$ cat src/rtl/mem_access_ctrl.sv
// Load/store access controller between the MEM stage and a handshaked data SRAM.
// Optional feature: define MEM_CTRL_ALIGN_CHECK_EN to fail misaligned half/word requests without touching the SRAM.
module mem_access_ctrl #(
  parameter int TIMEOUT_CYC = 255
) (
  input  logic        clk,
  input  logic        rst,
  input  logic        req_valid,
  input  logic        req_we,
  input  logic [1:0]  req_size,
  input  logic        req_sign,
  input  logic [31:0] req_addr,
  input  logic [31:0] req_wdata,
  output logic        stall_req,
  output logic        resp_valid,
  output logic [31:0] resp_rdata,
  output logic        resp_err,
  output logic        data_sram_en,
  output logic [3:0]  data_sram_wen,
  output logic [31:0] data_sram_addr,
  output logic [31:0] data_sram_wdata,
  input  logic        sram_addr_ok,
  input  logic        sram_data_ok,
  input  logic [31:0] sram_rdata
);

  typedef enum logic [1:0] {S_IDLE, S_ADDR, S_DATA, S_DONE} state_t;

  localparam logic [7:0] CNT_LAST = 8'(TIMEOUT_CYC - 1);

  state_t      state_q, state_d;
  logic        we_q, sign_q;
  logic [1:0]  size_q;
  logic [31:0] addr_q, wdata_q;
  logic [7:0]  cnt_q, cnt_d;
  logic [31:0] rdata_q, rdata_d;
  logic        err_q, err_d;
  logic        accept, misaligned;
  logic [31:0] shifted, load_data;
  logic [3:0]  lane_wen;
  logic [31:0] lane_wdata;

  assign accept = (state_q == S_IDLE) && req_valid;

`ifdef MEM_CTRL_ALIGN_CHECK_EN
  // Size 3 is treated as a word, so req_size[1] covers both word encodings.
  assign misaligned = ((req_size == 2'd1) && req_addr[0]) ||
                      (req_size[1] && (req_addr[1:0] != 2'b00));
`else
  assign misaligned = 1'b0;
`endif

  // Load alignment and extension, from the latched request and the raw SRAM word.
  always_comb begin
    // NOTE: every variable written here gets a default first so no latch is inferred.
    shifted   = sram_rdata;
    load_data = sram_rdata;
    case (size_q)
      2'd0: begin
        shifted   = sram_rdata >> {addr_q[1:0], 3'b000};
        load_data = {{24{sign_q & shifted[7]}}, shifted[7:0]};
      end
      2'd1: begin
        shifted   = sram_rdata >> {addr_q[1], 4'b0000};
        load_data = {{16{sign_q & shifted[15]}}, shifted[15:0]};
      end
      default: load_data = shifted;
    endcase
    if (we_q) load_data = '0;
  end

  // Store lane enables and replicated write data.
  always_comb begin
    lane_wen   = 4'b0000;
    lane_wdata = wdata_q;
    case (size_q)
      2'd0: begin
        lane_wen   = 4'b0001 << addr_q[1:0];
        lane_wdata = {4{wdata_q[7:0]}};
      end
      2'd1: begin
        lane_wen   = 4'b0011 << {addr_q[1], 1'b0};
        lane_wdata = {2{wdata_q[15:0]}};
      end
      default: lane_wen = 4'b1111;
    endcase
    if (!we_q) lane_wen = 4'b0000;
  end

  always_comb begin
    state_d = state_q;
    cnt_d   = cnt_q;
    rdata_d = rdata_q;
    err_d   = err_q;
    case (state_q)
      S_IDLE: begin
        if (req_valid) begin
          if (misaligned) begin
            state_d = S_DONE;
            rdata_d = '0;
            err_d   = 1'b1;
          end else begin
            state_d = S_ADDR;
          end
        end
      end
      S_ADDR: begin
        if (sram_addr_ok) begin
          if (sram_data_ok) begin
            state_d = S_DONE;
            rdata_d = load_data;
            err_d   = 1'b0;
          end else begin
            state_d = S_DATA;
            cnt_d   = '0;
          end
        end
      end
      S_DATA: begin
        if (sram_data_ok) begin
          state_d = S_DONE;
          rdata_d = load_data;
          err_d   = 1'b0;
        end else if (cnt_q == CNT_LAST) begin
          state_d = S_DONE;
          rdata_d = '0;
          err_d   = 1'b1;
        end else begin
          cnt_d = cnt_q + 8'd1;
        end
      end
      S_DONE:  state_d = S_IDLE;
      default: state_d = S_IDLE;
    endcase
  end

  always_ff @(posedge clk or negedge rst) begin
    if (!rst) begin
      state_q <= S_IDLE;
      we_q    <= 1'b0;
      sign_q  <= 1'b0;
      size_q  <= 2'd0;
      addr_q  <= '0;
      wdata_q <= '0;
      cnt_q   <= '0;
      rdata_q <= '0;
      err_q   <= 1'b0;
    end else begin
      // NOTE: non-blocking assignments so every register samples pre-edge values.
      state_q <= state_d;
      cnt_q   <= cnt_d;
      rdata_q <= rdata_d;
      err_q   <= err_d;
      if (accept) begin
        we_q    <= req_we;
        sign_q  <= req_sign;
        size_q  <= req_size;
        addr_q  <= req_addr;
        wdata_q <= req_wdata;
      end
    end
  end

  // The IDLE term is gated by rst so the pipeline is never stalled during reset.
  assign stall_req       = rst & (accept | (state_q == S_ADDR) | (state_q == S_DATA));
  assign resp_valid      = (state_q == S_DONE);
  assign resp_rdata      = rdata_q;
  assign resp_err        = err_q;
  assign data_sram_en    = (state_q == S_ADDR);
  assign data_sram_wen   = data_sram_en ? lane_wen : 4'b0000;
  assign data_sram_addr  = data_sram_en ? {addr_q[31:2], 2'b00} : 32'h0;
  assign data_sram_wdata = data_sram_en ? lane_wdata : 32'h0;

endmodule

$ cat config.mk
export PLATFORM = sky130hd
export DESIGN_NAME = mem_access_ctrl
export DESIGN_NICKNAME = d
export VERILOG_FILES = /design/src/rtl/mem_access_ctrl.sv
export SDC_FILE = /design/constraint.sdc
export NUM_CORES = 1
export LEC_CHECK = 0
export ABC_AREA = 0
export ABC_CLOCK_PERIOD_IN_PS = 2600
export BUFFER_PORTS_ARGS = -buffer_cell sky130_fd_sc_hd__buf_4
export CORE_ASPECT_RATIO = 1.75
export CORE_MARGIN = 4
export CORE_UTILIZATION = 50
export DETAILED_ROUTE_END_ITERATION = 8
export HOLD_SLACK_MARGIN = 0.1
export PLACE_DENSITY_LB_ADDON = 0.25
export RECOVER_POWER = 50
export SLEW_MARGIN = 40
export SYNTH_ARGS = -nofsm -noshare
export SYNTH_HDL_FRONTEND = slang
export SYNTH_SLANG_ARGS = --single-unit
$ cat constraint.sdc
create_clock -name clk -period 2.6 [get_ports clk]
set_clock_uncertainty 0.15 [all_clocks]
set_input_delay 0.39 -clock clk [delete_from_list [all_inputs] [get_ports clk]]
set_output_delay 0.39 -clock clk [all_outputs]
set_load 0.05 [all_outputs]
After elaboration in Yosys (flattened, before gate mapping)
Index checks and enable logic that the tools add are counted.
- register bits after elaboration: 111
- output and inout bits: 104
- input port bits: 105
- logic and storage cells: 67
- mux-type cells: 29
- $add $sub $neg: 1
- reduce and logical (&&, ||, !) cells: 7
- bitwise gates (word level): 5
- shift operators: 4
- equality and inequality tests: 12
- operators by type and width (operator ; count):
    $mux 32 ; 7
    $pmux 32 s2 ; 3
    $mux 8 ; 4
    $shr 32x5->16 ; 1
    $shr 32x5->8 ; 1
    $pmux 8 s2 ; 1
    $add 8x1->8 const B ; 1
    $eq 8x8->1 const B ; 1
    $mux 2 ; 4
    $mux 4 ; 2
    $ne 2x2->1 const B ; 4
    $pmux 2 s4 ; 1
    $pmux 4 s2 ; 1
    $mux 1 ; 5
    $reduce_and 5->1 ; 1
    $eq 2x1->1 const B ; 2
    $eq 2x2->1 const B ; 2
    $logic_not 2->1 ; 2
    $ne 2x1->1 const B ; 2
    $reduce_and 4->1 ; 1
    $shl 1x2->4 const A ; 1
    $shl 2x2->4 const A ; 1
    $and 1x1->1 ; 3
    $ne 3x3->1 const B ; 1
    5 further kinds ; 6

Longest topological paths before layout
Gate-level depths: netlist (run 1).
- depth after elaboration: 7
- depth in mapped cells: 9
- depth with buffers taken out: 6

Worst setup path after synthesis (run 1)
Ideal clock, no wire load.
- kind: register -> output
- start point: register state_q[1]
- end point: output port data_sram_wen[2]
- path buffers: 2
- cell stages (with the launch flop): 7
- arrival: 2.753 ns
- path slack: -0.693 ns
- path through: dfrtp_1 -> inv_1 -> ha_1 -> buf_6 -> clkbuf_1 -> nand2_1 -> a211oi_1
- longest elaborated chain between the ends: 2
- RTL lines (element ; RTL line ; RTL):
    start: declaration ; 31 ; state_t state_q, state_d;
    start signal: assignment ; 150 ; state_q <= state_d;
    $eq 2x1->1 ; 169 ; assign data_sram_en = (state_q == S_ADDR);
    via data_sram_en ; 18 ; output logic data_sram_en,
    $mux 4 ; 170 ; assign data_sram_wen = data_sram_en ? lane_wen : 4'b0000;
    end: declaration ; 19 ; output logic [3:0] data_sram_wen,
The timed path passes the listed nets, and every way through them passes these cells.

Final worst setup path (run 1)
- start point: register state_q[0]
- end point: output port stall_req
- longest elaborated chain between the ends: 5
- elaborated cells on any way between the ends: 7
- those cells by class: eq/ne: 2; bitwise: 3; reduce/logical: 2
- RTL lines (element ; RTL line ; RTL):
    $logic_not 2->1 ; 43 ; assign accept = (state_q == S_IDLE) && req_valid;
    $logic_and 1x1->1 ; 43 ;
    $or 1x1->1 ; 165 ; assign stall_req = rst & (accept | (state_q == S_ADDR) | (state_q == S_DATA));
    $or 1x1->1 (*) ; 165 ;
    $and 1x1->1 (*) ; 165 ;
    end: declaration ; 14 ; output logic stall_req,
Mark *: on every way between the ends. The rest lies on a longest branch, timed or not.

==> impl_results.md, run 1 <==
* Post-Syn Area at 5848 um2
* N_diodes at 0
* Final Core Density at 67.34%
* Via count at 4823
* Final Cell Area at 7755 um2
* Clk root buf: clkbuf_16
* Worst Path Max Fanout at 26
* # fillers at 933
* Maximum clock path buffer count at 2
* Critical Path End Type: output pin
* H-tree levels at 3
* #FFs+latches synth at 111
* Antenna-violating nets left at 0
* Worst path slowest cell: dfrtp_1
* 1st-pass router iterations at 5
* Sw Pwr at 5.766 mW
* Total CTS buffers at 9
* Final setup violation count at 0
* Worst setup SP type: flop
* Starting Density at ~51%
* CP required at 2.06 ns
* Largest net degree at the start of global routing at 112
* Syn-to-layout area delta at 32.61%
* DP HPWL at 12720 um
* RePlAce Congestion at 0.8818
* CTS tree: built
* Core area at 11520 um2
* Outcome: completed
* Cell Int Power at 5.741 mW
* Wire length per cell at slightly above 20 um
* Synth top area cells: dfrtp_1 (47%), mux2_2 (15%), and2_1 (4.6%)
* Yosys top cell by area: dfrtp_1
* Dpl cells at 814
* Initial antenna violation count at 0
* Final net count at between 800 and 900
* Clock sinks at 111
* Family with the most delay on the worst path: flip-flops
* Post-Route WL at 16810 um
* Max Clk Rate at 0.4093 GHz
* PwrDens at about 1500 nW/um2
* Synth warn at 0
* Register area share after synthesis at 47.50%
* Switching Fraction at 50.11%
* Leakage power at about 3.7 nW
* Post-synth EDFFs at 0
* Count of different cell masters after synthesis at 55
* Gate Count Post-Synth at 498
* Post-synth ARST share at 100.0%
* Crit-path max cell delay at 0.44 ns
* WP buf/inv at 2
* Die Footprint at 13560 um2
* Final Hold Viols at 0
* Ys flop type: dfrtp_1
* Avg Vias per Cell at 5.797
* Vias in the first global route at 5211
* Area after DPL at 7552 um2
* Total GRT Usage at 24.22%
* RSZ-0062 raised after global routing: false
* Avg Inst Size Synth at 11.74 um2
* Postcts setup bufs at 0
* Global-route wire length before repair at approximately 26000 um
* Slew @ Worst Pin at 0.7303 ns
* Crit-path cells: inv_1 > ha_1 > nand2_4 > a21boi_2 > buf_4
* Share of the synthesized area in the top cell type at 47.50%
* CP Data Arrival Time at 1.90 ns
* GR Overflow Total at 0
* Min Tclk post-route at 2.443 ns
* Critical path class: reg -> out
* Count leader, synth: dfrtp_1
* Final period util at 93.96%
* Area of the multi-input gates at 2882 um2
* Setup TNS at 0 ns
* Die X at 89.75 um
* Seq pwr share at between 20% and 30%
* Port bufs at a little over 200
* Hold WC Path Type: in -> reg
* Slew Limit Fails at 0
* Initial DRC count at just over 200
* Register area at 2779 um2
* Ratio of cells with drive above 1 in the final layout at 44.76%
* Die H at roughly 150 um
* Clk Latency, worst-skew pair at between 0.3 and 0.4 ns
* Logic pwr share at 60.6%
* Non-Filler Instances at 832
* Clock group share of total power at 11.7%
* Peak supply drop at between 0.8 and 0.9 mV
* Max Cap Viol at 0
* Relative slew slack at 51.26%
* I/O pins at 209
* # DRC at 0
* Clock transition at path regs at approximately 0.08 ns
* Worst hold slack at 0.1211 ns
* Commonest cells post-synth: dfrtp_1 (111), mux2_2 (78), and2_1 (43), nand2_1 (35), clkbuf_1 (18)
* FP Rows at 52
[per-stage QoR]
| step | setup slack, ns | power [mW] |
|---|---|---|
| after floorplan | 0.008178 | 8.258 |
| after global placement | 0.2377 | 10.17 |
| after detailed placement | 0.1023 | 10.36 |
| after CTS | 0.04315 | 11.73 |
| after global routing | 0.02930 | 12.15 |
| final | 0.1571 | 11.51 |
[state kept, by name, summed over array words and instances (netlist names)]
| name | count |
|---|---|
| resp_rdata | 32 |
| we_q | 1 |
| sign_q | 1 |
| size_q | 2 |
| state_q | 2 |
| cnt_q | 8 |
| addr_q | 32 |
| resp_err | 1 |
| wdata_q | 32 |
[timing repair]
item,4_1_cts,5_1_grt
gates resized for setup,0,4
setup endpoints to repair,0,24
hold buffers,1,0
endpoints found under the hold margin,111,0
[cells by family after synthesis]
| family | synth area share [%] |
|---|---|
| AO/OA/AOI/OAI | 16.22 |
| adder cells (fa/ha/maj) | 1.498 |
| buffers and inverters | 4.343 |
| flip-flops | 47.50 |
| multiplexers | 18.51 |
| other | 0.06412 |
| AND/OR/NAND/NOR | 11.87 |
[worst paths after layout]
check	from	endpoint	slack (ns)	depth (start not counted)
setup / recovery	state_q[0]	stall_req	0.16	5
hold / removal	req_addr[15]	addr_q[15]	0.12	2
setup reg to reg	state_q[0]	resp_err	0.16	6
hold reg to reg	addr_q[19]	addr_q[19]	0.35	1
max in group asynchronous	rst	wdata_q[8]	1.11	3
min in group asynchronous	rst	resp_rdata[27]	0.74	3
[routing by layer]
layer	up-vias	share of wire (%)	global-route usage, %
met2	212	55	45.44
met5	-	0	0
met1	2371	34	24.18
met4	0	4.2	13.12
li1	2198	-	-
met3	42	7.2	6.660
[cell usage in the layout (no fill, tap or decap), types with 3 or more instances in the layout]
cell	count
a222oi_1	8
a22o_1	7
buf_12	3
a221o_1	8
mux2_2	78
a221oi_1	8
a21boi_2	3
ha_1	5
dfrtp_1	110
nand2_1	34
mux2i_1	17
a221o_2	10
and2_1	43
clkbuf_16	10
o2bb2ai_1	16
inv_1	11
nor2b_1	13
o21ai_0	5
inv_6	5
o211a_1	8
a21boi_1	6
buf_4	182
clkbuf_1	35
nor2_1	15
nand3_1	5
a21oi_1	6
[final cells by class]
class | count | area share, %
Inverter | 12 | 0.5808
Timing Repair Buffer | 222 | 20.54
Sequential cell | 111 | 35.83
Tap cell | 135 | 2.178
Clock inverter | 6 | 0.6292
Multi-Input combinational cell | 336 | 37.16
Clock buffer | 10 | 3.082
[power groups by stage]
stage	registers (mW)	clock network, mW	logic (mW)
finish	3.19	1.34	6.97
global route	3.32	1.43	7.40
CTS	3.19	1.38	7.16
detailed placement	3.22	0	7.14
global placement	3.17	0	7.00
floorplan	3.75	0	4.51
(Power assumes the default switching activity.)
==> run 2, diff against run 1 <==
--- a/config.mk
+++ b/config.mk
@@ -15,6 +15,7 @@
 export HOLD_SLACK_MARGIN = 0.1
 export PLACE_DENSITY_LB_ADDON = 0.25
 export RECOVER_POWER = 50
+export REMOVE_ABC_BUFFERS = 1
 export SLEW_MARGIN = 40
 export SYNTH_ARGS = -nofsm -noshare
 export SYNTH_HDL_FRONTEND = slang
==> run 2 against run 1 <==
Non-clock buffer count rose by 8; via count rose by 0.95%; register-to-register slack about the same; combinational power up 1%; final area grew 0.34%; maximum frequency is 1.4% lower; global-route usage is 0.27 points higher; hold slack improved by 0.0025 ns; critical path depth grew 1; die area stayed put.
==> impl_results.md, run 2 (synthesis gave the netlist of run 1 again) <==
* Outcome: completed
* H-tree levels at 3 (unchanged)
* Die H at 151.1 um (unchanged)
* Port bufs at 206 (unchanged)
* Worst reg2reg path depth at 5 (-1)
* Tot Pwr at 11.55 mW (+0.37%)
* I/O pins at 209 (unchanged)
* Avg Vias per Cell at 5.796 (about the same)
* Max Clk Rate at 0.4034 GHz (-1.4%)
* Final Hold Viols at 0 (unchanged)
* Final net count at 812 (+1.0%)
* FP Rows at 52 (unchanged)
* Clock sinks at 111 (unchanged)
* Min Tclk post-route at 2.479 ns (+0.03584 ns)
* Slew Limit Fails at 0 (unchanged)
* Total CTS buffers at 9 (unchanged)
* CTS tree: built
* Hold WC Path Type: in -> reg
* Peak supply drop at 0.9503 mV (+17%)
* Die Footprint at 13560 um2 (unchanged)
* Antenna-violating nets left at 0 (unchanged)
* CP required at 2.06 ns (about the same)
* Initial DRC count at 256 (+24%)
* PwrDens at 1484 nW/um2 (about the same)
* Relative slew slack at 35.43% (-16 points)
* Syn-to-layout area delta at 33.06%
* 1st-pass router iterations at 7 (+2)
* Critical Path End Type: output pin
* Wire length per cell at 20.26 um (+0.28%)
* Dpl cells at 817 (+0.37%)
* Clk root buf: clkbuf_16
* Slew @ Worst Pin at 0.9686 ns (+0.2383 ns)
* RSZ-0062 raised after global routing: false
* Initial antenna violation count at 0 (unchanged)
* Via count at 4869 (+0.95%)
* Vias in the first global route at 5144 (-1.3%)
* Core area at 11520 um2 (unchanged)
* Hold path depth at 2 (unchanged)
* Leakage power at 3.746 nW (+0.94%)
* Die X at 89.75 um (unchanged)
* GR Overflow Total at 0 (unchanged)
* Final period util at 95.34% (+1.4 points)
* Clk Latency, worst-skew pair at 0.34 ns (about the same)
* # DRC at 0 (unchanged)
* Largest net degree at the start of global routing at 112 (unchanged)
* Total GRT Usage at 24.49% (+0.27 points)
* Commonest cells after routing, fill and taps aside: buf_4 (189), dfrtp_1 (109), mux2_2 (78)
* Worst R2R Setup Slack at 0.17 ns (about the same)
* Worst Path Max Fanout at 33 (+27%)
* Final setup violation count at 0 (unchanged)
* CP Data Arrival Time at 1.94 ns (+0.04 ns)
* Max Cap Viol at 0 (unchanged)
* Most common cell after layout, fill and taps aside: buf_4
* Worst setup SP type: flop
* Reg2reg end: addr_q[23]
* Critical path class: reg -> out
* Global-route wire length before repair at 26800 um (+3.7%)
* DP HPWL at 12320 um (-3.2%)
* Ratio of cells with drive above 1 in the final layout at 44.68% (-0.082 points)
* Maximum clock path buffer count at 2 (unchanged)
* Hold Startpoint: req_addr[31]
* RePlAce Congestion at 0.9161 (+3.9%)
* Starting Density at 50.78% (unchanged)
* Hold EP: addr_q[31]
* N_diodes at 0 (unchanged)
* Post-Route WL at 17020 um (+1.2%)
* Reg-to-reg startpoint: state_q[0]
* Non-Filler Instances at 840 (+0.96%)
* Clock transition at path regs at 0.08 ns (about the same)
-- run 2: critical path, cell delays in order (launching register included) --
cell,delay (ns)
dfrtp_1,0.43
inv_1,0.16
ha_4,0.22
buf_12,0.20
nand2_1,0.14
a211oi_1,0.20
buf_4,0.24
-- run 2: area by class of cell --
class	instances	area, um2
Timing Repair Buffer	230	1660
Clock inverter	6	45.04
Inverter	12	45.04
Multi-Input combinational cell	336	2853
Tap cell	135	168.9
Fill cell	907	3735
Sequential cell	111	2780
Clock buffer	10	229.0
-- run 2: stage by stage --
stage	worst slack (ns)	setup TNS [ns]	hold slack, ns	util [%]	instance area, um2
floorplan	-1.398	-79.58	-0.05559	-	5643
global placement	0.2310	0	0.3288	65.53	7546
detailed placement	0.1299	0	0.3278	65.53	7546
CTS	0.01792	0	0.1129	68.36	7873
global route	0.003471	0	0.1162	67.57	7781
finish	0.1212	0	0.1237	67.57	7781
-- run 2: worst max-delay path by stage --
stage | from | end | slack, ns
final | state_q[1] | data_sram_wen[2] | 0.12
after global routing | size_q[1] | data_sram_wen[2] | 0.003
after CTS | size_q[1] | data_sram_wen[0] | 0.02
after detailed placement | state_q[1] | resp_rdata[24] | 0.13
after global placement | state_q[1] | resp_rdata[28] | 0.23
after floorplan | state_q[0] | stall_req | -1.40
-- run 2: power by group --
| part | switching [mW] | leakage, nW | internal (mW) | total, mW |
|---|---|---|---|---|
| sequential | 0.672 | 1.37 | 2.56 | 3.23 |
| combinational | 4.46 | 2.24 | 2.58 | 7.04 |
| clock | 0.627 | 0.137 | 0.656 | 1.28 |
-- run 2: what timing repair did --
| action | 4_1_cts | 5_1_grt |
|---|---|---|
| hold buffers | 1 | 0 |
| gates resized for setup | 1 | 6 |
| hold endpoints to repair | 111 | 0 |
| cloned | 1 | 0 |
| endpoints found under the setup margin | 5 | 21 |
| buffers inserted | 0 | 5 |
-- run 2: layer usage --
metal	global-route usage [%]	vias to the layer above	wire, um
li1	-	2228	-
met1	27.87	2397	6240
met2	44.42	217	9076
met3	6.262	27	1282
met4	9.056	0	422
met5	0	-	0
